`src/rtl/logic_capture_pkg.sv`:
```
// ---------------------------------------------------------------------------
// logic_capture_pkg
// Shared definitions for the logic analyzer capture core:
//   - state_t        : capture FSM states
//   - DEF_WIDTH      : default number of probe channels
//   - DEF_DEPTH_LOG2 : default log2 of sample RAM depth
//   - trig_match()   : masked pattern compare used by the trigger
// ---------------------------------------------------------------------------
package logic_capture_pkg;

   localparam int DEF_WIDTH      = 8;
   localparam int DEF_DEPTH_LOG2 = 10;

   // trig_match works on vectors zero-extended to this width, so it
   // supports any probe width up to TRIG_MAX_W channels.
   localparam int TRIG_MAX_W     = 64;

   typedef enum logic [2:0] {
      IDLE      = 3'd0,
      PRE       = 3'd1,
      WAIT_TRIG = 3'd2,
      POST      = 3'd3,
      DONE      = 3'd4
   } state_t;

   // True when every channel selected by mask sits at the level given
   // by value. An all-zero mask always matches.
   function automatic logic trig_match(input logic [TRIG_MAX_W-1:0] s,
                                       input logic [TRIG_MAX_W-1:0] mask,
                                       input logic [TRIG_MAX_W-1:0] value);
      return (((s ^ value) & mask) == '0);
   endfunction

endpackage

```
`src/rtl/probe_sync.sv`:
```
// ---------------------------------------------------------------------------
// probe_sync
// Two-flop synchronizer for the asynchronous probe lines. Runs on every
// clk edge, independent of the sample strobe.
// Ports:
//   clk  : system clock
//   rst  : asynchronous active-high reset, clears both stages
//   d    : raw asynchronous input (WIDTH bits)
//   q    : synchronized output (second flop stage)
// ---------------------------------------------------------------------------
module probe_sync #(
   parameter int WIDTH = 8
) (
   input  logic             clk,
   input  logic             rst,
   input  logic [WIDTH-1:0] d,
   output logic [WIDTH-1:0] q
);

   logic [WIDTH-1:0] s1;

   always_ff @(posedge clk or posedge rst) begin
      if (rst) begin
         s1 <= '0;
         q  <= '0;
      end else begin
         s1 <= d;
         q  <= s1;
      end
   end

endmodule

```
`src/rtl/logic_capture.sv`:
```
// ---------------------------------------------------------------------------
// logic_capture
// Sampling and trigger core of the logic analyzer. Takes one synchronized
// probe sample per ce pulse, records a pre-trigger window, waits for a
// masked pattern trigger, then records post-trigger samples into a
// circular sample RAM through a simple write port.
// Ports:
//   clk, rst     : system clock, asynchronous active-high reset
//   ce           : sample strobe from the prescaler
//   probes       : raw asynchronous probe lines
//   arm, abort   : single-cycle start / cancel requests (abort wins)
//   trig_mask    : 1 = channel participates in the trigger
//   trig_value   : required level for masked channels
//   pretrig_len  : pre-trigger sample count, latched on an accepted arm
//   mem_we       : one-cycle RAM write strobe
//   mem_addr     : RAM write address
//   mem_wdata    : sample data
//   busy         : high in PRE, WAIT_TRIG and POST
//   triggered    : trigger sample has been taken
//   done         : capture complete, held until the next arm or reset
//   start_addr   : address of the oldest sample of the finished capture
// Handshake: arm and abort are level-sampled single-cycle requests with no
// ready; arm is only accepted in IDLE or DONE, abort is always accepted.
// mem_we is a fire-and-forget write strobe with no backpressure.
// ---------------------------------------------------------------------------
module logic_capture
   import logic_capture_pkg::*;
#(
   parameter int WIDTH      = DEF_WIDTH,
   parameter int DEPTH_LOG2 = DEF_DEPTH_LOG2
) (
   input  logic                  clk,
   input  logic                  rst,
   input  logic                  ce,
   input  logic [WIDTH-1:0]      probes,
   input  logic                  arm,
   input  logic                  abort,
   input  logic [WIDTH-1:0]      trig_mask,
   input  logic [WIDTH-1:0]      trig_value,
   input  logic [DEPTH_LOG2-1:0] pretrig_len,
   output logic                  mem_we,
   output logic [DEPTH_LOG2-1:0] mem_addr,
   output logic [WIDTH-1:0]      mem_wdata,
   output logic                  busy,
   output logic                  triggered,
   output logic                  done,
   output logic [DEPTH_LOG2-1:0] start_addr
);

   // Counters carry one extra bit so that DEPTH itself is representable.
   localparam int CW = DEPTH_LOG2 + 1;
   localparam logic [CW-1:0] DEPTH_C = {1'b1, {DEPTH_LOG2{1'b0}}};

   state_t                state;
   logic [WIDTH-1:0]      s2;
   logic [DEPTH_LOG2-1:0] wr_ptr;
   logic [DEPTH_LOG2-1:0] plen;
   logic [DEPTH_LOG2-1:0] trig_addr;
   logic [CW-1:0]         pre_cnt;
   logic [CW-1:0]         post_cnt;

   logic                  sample;
   logic                  hit;
   logic [CW-1:0]         post_target;
   logic [CW-1:0]         pre_next;
   logic [CW-1:0]         post_next;

   probe_sync #(.WIDTH(WIDTH)) u_sync (
      .clk (clk),
      .rst (rst),
      .d   (probes),
      .q   (s2)
   );

   assign sample      = ce && ((state == PRE) || (state == WAIT_TRIG) || (state == POST));
   assign hit         = trig_match(TRIG_MAX_W'(s2), TRIG_MAX_W'(trig_mask), TRIG_MAX_W'(trig_value));
   // Post-trigger length includes the trigger sample itself, so pre + post
   // always fills the RAM exactly once.
   assign post_target = DEPTH_C - {1'b0, plen};
   assign pre_next    = pre_cnt + 1'b1;
   assign post_next   = post_cnt + 1'b1;

   always_ff @(posedge clk or posedge rst) begin
      if (rst) begin
         state      <= IDLE;
         wr_ptr     <= '0;
         plen       <= '0;
         trig_addr  <= '0;
         pre_cnt    <= '0;
         post_cnt   <= '0;
         mem_we     <= 1'b0;
         mem_addr   <= '0;
         mem_wdata  <= '0;
         busy       <= 1'b0;
         triggered  <= 1'b0;
         done       <= 1'b0;
         start_addr <= '0;
      end else begin
         mem_we <= 1'b0;
         if (abort) begin
            // A write registered on the previous edge still completes;
            // nothing new is issued from here on.
            state     <= IDLE;
            busy      <= 1'b0;
            triggered <= 1'b0;
            done      <= 1'b0;
         end else begin
            if (sample) begin
               mem_we    <= 1'b1;
               mem_addr  <= wr_ptr;
               mem_wdata <= s2;
               wr_ptr    <= wr_ptr + 1'b1;
            end
            case (state)
               IDLE, DONE: begin
                  if (arm) begin
                     plen      <= pretrig_len;
                     wr_ptr    <= '0;
                     pre_cnt   <= '0;
                     post_cnt  <= '0;
                     done      <= 1'b0;
                     triggered <= 1'b0;
                     busy      <= 1'b1;
                     state     <= (pretrig_len != '0) ? PRE : WAIT_TRIG;
                  end
               end
               PRE: begin
                  // Trigger is deliberately ignored here so the pre-trigger
                  // window is always fully populated.
                  if (ce) begin
                     pre_cnt <= pre_next;
                     if (pre_next == {1'b0, plen}) begin
                        state <= WAIT_TRIG;
                     end
                  end
               end
               WAIT_TRIG: begin
                  if (ce && hit) begin
                     triggered <= 1'b1;
                     trig_addr <= wr_ptr;
                     post_cnt  <= CW'(1);
                     if (post_target == CW'(1)) begin
                        // Pre-trigger window fills all but one slot: the
                        // trigger sample alone completes the capture.
                        state      <= DONE;
                        busy       <= 1'b0;
                        done       <= 1'b1;
                        start_addr <= wr_ptr - plen;
                     end else begin
                        state <= POST;
                     end
                  end
               end
               POST: begin
                  if (ce) begin
                     post_cnt <= post_next;
                     if (post_next == post_target) begin
                        state      <= DONE;
                        busy       <= 1'b0;
                        done       <= 1'b1;
                        start_addr <= trig_addr - plen;
                     end
                  end
               end
               default: begin
                  state <= IDLE;
                  busy  <= 1'b0;
               end
            endcase
         end
      end
   end

endmodule
```
`config.mk`:
```
export PLATFORM = sky130hd
export DESIGN_NAME = logic_capture
export DESIGN_NICKNAME = d
export VERILOG_FILES = /design/src/rtl/logic_capture_pkg.sv /design/src/rtl/probe_sync.sv /design/src/rtl/logic_capture.sv
export SDC_FILE = /design/constraint.sdc
export NUM_CORES = 1
export LEC_CHECK = 0
export ABC_AREA = 0
export CORE_MARGIN = 2
export CORE_UTILIZATION = 51
export DETAILED_ROUTE_END_ITERATION = 10
export GPL_ROUTABILITY_DRIVEN = 0
export PLACE_DENSITY = 0.77
export SYNTH_ARGS = -nofsm -noshare
export SYNTH_HDL_FRONTEND = slang
export SYNTH_SLANG_ARGS = --single-unit
```
`constraint.sdc`:
```
create_clock -name clk -period 3.4 [get_ports clk]
set_input_delay 0.68 -clock clk [delete_from_list [all_inputs] [get_ports clk]]
set_output_delay 0.68 -clock clk [all_outputs]
set_load 0.02 [all_outputs]
```
* Yosys cells after proc, flatten, opt, wreduce, memory -nomap -nowiden *
Cells that the tools add are included.

word-level totals
  register bits after elaboration = 103
  input port bits = 39
  output and inout bits = 32

cells by class
  add/sub/neg operators = 6
  equality and inequality tests = 21
  mux-type cells = 43
  bitwise operators = 3
  reduce and logical (&&, ||, !) cells = 23

operator list
  kind                    number
  $mux 10                 7
  $logic_not 64->1        1
  $mux 11                 4
  $pmux 11 s3             1
  $mux 3                  8
  $reduce_and 6->1        4
  $add 11x1->11 const B   2
  $pmux 11 s2             1
  $pmux 10 s2             1
  $sub 10x10->10          2
  $mux 1                  16
  $ne 3x2->1 const B      4
  $pmux 3 s4              1
  $eq 11x1->1 const B     1
  $eq 11x10->1            1
  $eq 11x11->1            1
  $sub 11x10->11 const A  1
  $add 10x1->10 const B   1
  $reduce_bool 10->1      1
  $ne 3x3->1 const B      3
  $reduce_and 3->1        3
  $and 8x8->8             1
  $ne 2x2->1 const B      4
  $xor 8x8->8             1
  19 further kinds        26

* Depth between registers and ports, before layout *
  depth in word-level cells = 7
  depth in mapped cells = 15

* By module *
Synthesis repeated with hierarchy kept, for this count alone.

second synthesis, totals
  cell total of the unflattened synthesis = 602
  area, all modules = 5733.0 sq um

modules (own cells, without submodules)
  module         instances  cells each  area each (sq um)
  logic_capture  1          585         5328.9
  probe_sync     1          17          404.1

* Worst setup path after synthesis *
Ideal clock, no wire load.

  path type = reg-to-reg
  start = reg state[2]
  end = reg start_addr[9]
  library setup time = 125 ps
  arrival time = 3139 ps
  data required time = 3275 ps
  setup slack = 136 ps
  stages on the path, launching flop included = 14
  period minus slack after synthesis = 3264 ps
  path through = dfrtp_1 > clkbuf_1 > nor2_1 > nand2_1 > clkbuf_1 > buf_1 > mux2_2 > ha_1 > or2_2 > o31a_1 > a31o_2 > a21oi_1 > xnor2_1 > mux2_2

on the way
  cells in the longest elaborated chain, start to end = 3
  elaborated cells between the ends (all ways) = 9
  those cells by class = eq/ne: 6; mux: 1; reduce/logical: 2

RTL lines
  what                                                line                  text
  start: declaration                                  logic_capture.sv:54   state_t state;
  start signal: assignment                            logic_capture.sv:124  state <= (pretrig_len != '0) ? PRE : WAIT_TRIG;
  $eq 3x2->1                                          logic_capture.sv:114  case (state)
  $ne 2x1->1 (no line), or another cell as far along  -
  $reduce_and 6->1 (no line)                          -
  end signal: assignment                              logic_capture.sv:148  start_addr <= wr_ptr - plen;
  end signal: assignment                              logic_capture.sv:161  start_addr <= trig_addr - plen;
  end: declaration                                    logic_capture.sv:47   output logic [DEPTH_LOG2-1:0] start_addr

Several ways; a longest one is shown, not always the timed one.
A chain may end at the register's enable or synchronous reset.

* Worst setup path in the final report *
  start = reg state[1]
  end = reg start_addr[9]

The elaborated chain is that of the path after synthesis.

==> flow_summary.toml <==
[floorplanning]
die_w_um = 111.9
start_util_pct = 52.20
die_area_um2 = 12510
std_cell_rows = 39
core_area_um2 = 11370
num_io_pins = 71
fp.dieH_um = 111.9

[cts]
holdBufCountCts = 0
cts_buffers = 9
cts_max_level = 3
clock-sinks = 103
cts_tree = "built"
post_cts_resize_count = 0
clk_pin_slew_ps = 80
cts_buffer_depth = 2
cts_setup_buffers = 0
clk_latency_ps = 350
cts-root-buf = "clkbuf_16"

[power]
power_switching_uw = 1943
clkPwrFrac_pct = 22.5
p_int_uw = 3000
irDropWorstVdd_mv = 0.3903
power_density_nw_per_um2 = 693.3
power_leakage_uw = 0.003111
p_sw_share_pct = 39.31
p_seq_share_pct = 34.8
power_frac_comb_pct = 42.7

[outcome]
outcome = "finished, final reports clean"

[drt]
drtIter0Drc = 259
drc = 0
dr_total_vias = 4837
route.antenna.remaining_nets = 0
wl_per_cell_um = 18.03
dr.pass1.iters = 5
via_per_inst = 6.009
routed_wl_um = 14520

[synth]
netlist_area_um2 = 5934
synth_seq_cells = 103
synth_ff_type = "dfrtp_1"
async_reset_ff_share_pct = 100.0
synth_cell_types = 72
synthesis.nets = 647
synth_edf_count = 0
syn_inst = 592
avgSynthCellArea_um2 = 10.02
ys_seq_area_share_pct = 43.43
synth_warnings = 0

[grt]
grt_pass1_vias = 4877
antenna_found_initial = 0
met1_usage_pct = 32.65
track_usage_pct = 23.93
grt_max_degree = 42
grt_util_met3_pct = 5.444
use_met2_pct = 37.58
grt_overflow_total = 0
top_usage_layer = "met2"
grt_pass1_wl_um = 24270

[sta]
worst_slack_ps = 260.1
fin_worst_skew_ps = 8.201
finalCritPeriodShare_pct = 92.35
period_minus_slack_ps = 3140
rsz0062_at_grt = "false"
finalSetupViolCount = 0
hold_viol_final = 0
relSlewSlack_pct = 65.50
slew_violations = 0
finalSetupTns_ps = 0
fmax_mhz = 318.5
worst_pin_slew_ps = 512.8

[layout]
regArea_um2 = 2577
diodes = 0
multiInputGateArea_um2 = 3120
drive_gt1_share_pct = 14.65
area_delta_synth_final_pct = 20.11
final_nets = 712
nFillCells = 919

[hold_path]
hp-class = "flip-flop to flip-flop"
hold_start = "u_sync.s1[3]"

[critical_path]
worstPathMaxFanout = 10
cp_data_arrival_time_ps = 3380
crit_start = "state[1]"
crit_path_start_kind = "flip-flop"
critical_path_required_ps = 3640
endpoint_kind = "flip-flop"
path_class = "flip-flop to flip-flop"
r2r_start = "state[1]"

[placement]
hpwlAfterDp_um = 10510
portBuffers = 70
post-place-ws_ps = 326.7

[flow_run]
maxCapViolations = 0
power groups by stage:
stage / Sequential [uW] / Combinational (uW) / Clock, uW
4_1_cts: 1710 / 2100 / 1130
6_report: 1720 / 2110 / 1110
3_5_place_dp: 1730 / 2080 / 0
2_1_floorplan: 1700 / 1460 / 0
5_1_grt: 1760 / 2290 / 1190
3_3_place_gp: 1720 / 2020 / 0
flip-flops by register name (all words and copies together) (netlist names):
name and flops:
mem_we 1, done 1, wr_ptr 10, triggered 1, u_sync.q 8, trig_addr 10
mem_wdata 8, pre_cnt 11, state 3, busy 1, u_sync.s1 8, mem_addr 10
post_cnt 11, plen 10, start_addr 10
through the flow:
step                instances  cell area (um^2)  hold slack [ps]  power [uW]  utilization, %
finish                    805              7128            349.9        4942           62.69
global route              805              7128            355.6        5243           62.69
CTS                       805              7128            351.8        4945           62.69
detailed placement        789              6807            335.5        3812           59.87
global placement          789              6807            332.3        3738           59.87
floorplan                 592              5934            331.2        3167               -
synthesized netlist by cell type, types with 2 or more instances:
cell       count  area share [%]
inv_1         23             1.5
mux2_2        43             8.2
a31o_2         2            0.30
nand4_1       11             1.2
nor4b_1        2            0.30
o2111ai_1      2            0.30
or4_4          2            0.38
or2_2          4            0.42
mux2i_1        6             1.0
o41ai_1        2            0.30
o22ai_1        2            0.21
o211ai_1       2            0.25
and3_1         9            0.95
a21oi_1       20             1.7
buf_2          6            0.51
nor3b_1        2            0.25
o21a_1         3            0.38
buf_6          3            0.57
nor4_1         6            0.63
xnor2_1       27             4.0
a2111oi_0      2            0.30
nor2_1        35             2.2
xor2_1        27             4.0
a22oi_1        4            0.51
a211oi_1       3            0.38
dfrtp_1      103              43
o21ai_0       45             3.8
a31oi_1        2            0.21
or3_1          6            0.63
o31a_1         2            0.30
a311o_1        2            0.34
xnor3_1        2            0.76
nor2b_1        4            0.42
nor3_1        12             1.0
and2_1         5            0.53
ha_1          15             3.2
nand2_1       42             2.7
o31ai_1       17             2.2
nand2b_1       7            0.74
clkbuf_1      22             1.4
nand3_1       22             1.9
and4_1         6            0.89
placed cells by master (no fill, tap or decap), types with 7 or more instances in the layout:
cell and n:
a21oi_1 20, and3_1 9, buf_4 16, clkbuf_16 9, clkdlybuf4s50_1 70, dfrtp_1 103
ha_1 15, inv_1 22, mux2_2 43, nand2_1 42, nand2b_1 7, nand3_1 22
nand4_1 11, nor2_1 35, nor3_1 12, o21ai_0 45, o31ai_1 17, xnor2_1 27
xor2_1 27
cell type report:
cell class / instances / area share [%]
Inverter: 23 / 1.246
Tap cell: 143 / 2.510
Sequential cell: 103 / 36.16
Clock buffer: 9 / 3.160
Clock inverter: 7 / 1.352
Multi-Input combinational cell: 433 / 43.78
Timing Repair Buffer: 87 / 11.80
logic make-up after synthesis:
group	share of synthesized area, %
AO/OA/AOI/OAI	13.83
flip-flops	43.43
AND/OR/NAND/NOR	16.74
buffers and inverters	4.069
adder cells (fa/ha/maj)	3.500
XOR/XNOR	9.003
multiplexers	9.424
worst paths after layout:
path / to / slack [ps] / depth (start not counted)
setup / recovery: start_addr[9] / 260 / 12
hold / removal: u_sync.q[3] / 350 / 0
setup reg to reg: start_addr[9] / 260 / 12
hold reg to reg: u_sync.q[3] / 350 / 0
max in group asynchronous: post_cnt[10] / 1940 / 3
min in group asynchronous: mem_addr[2] / 720 / 2
per-layer routing:
| metal | share of wire, % | wire length [um] |
|---|---|---|
| met1 | 44 | 6437 |
| met3 | 6.7 | 979 |
| met4 | 2.3 | 328 |
| met2 | 47 | 6769 |
| met5 | 0 | 0 |
worst max-delay path: stages (launching register included):
cell and delay [ps]:
dfrtp_1 420, inv_1 170, nor2_1 80, nand2_1 320
mux2_2 400, ha_1 330, and2_1 170, o21ai_0 240
nand3_1 150, a31o_2 250, a21oi_1 170, xnor2_1 80
mux2_2 260
Note: power is estimated with default switching activity, not from simulation.
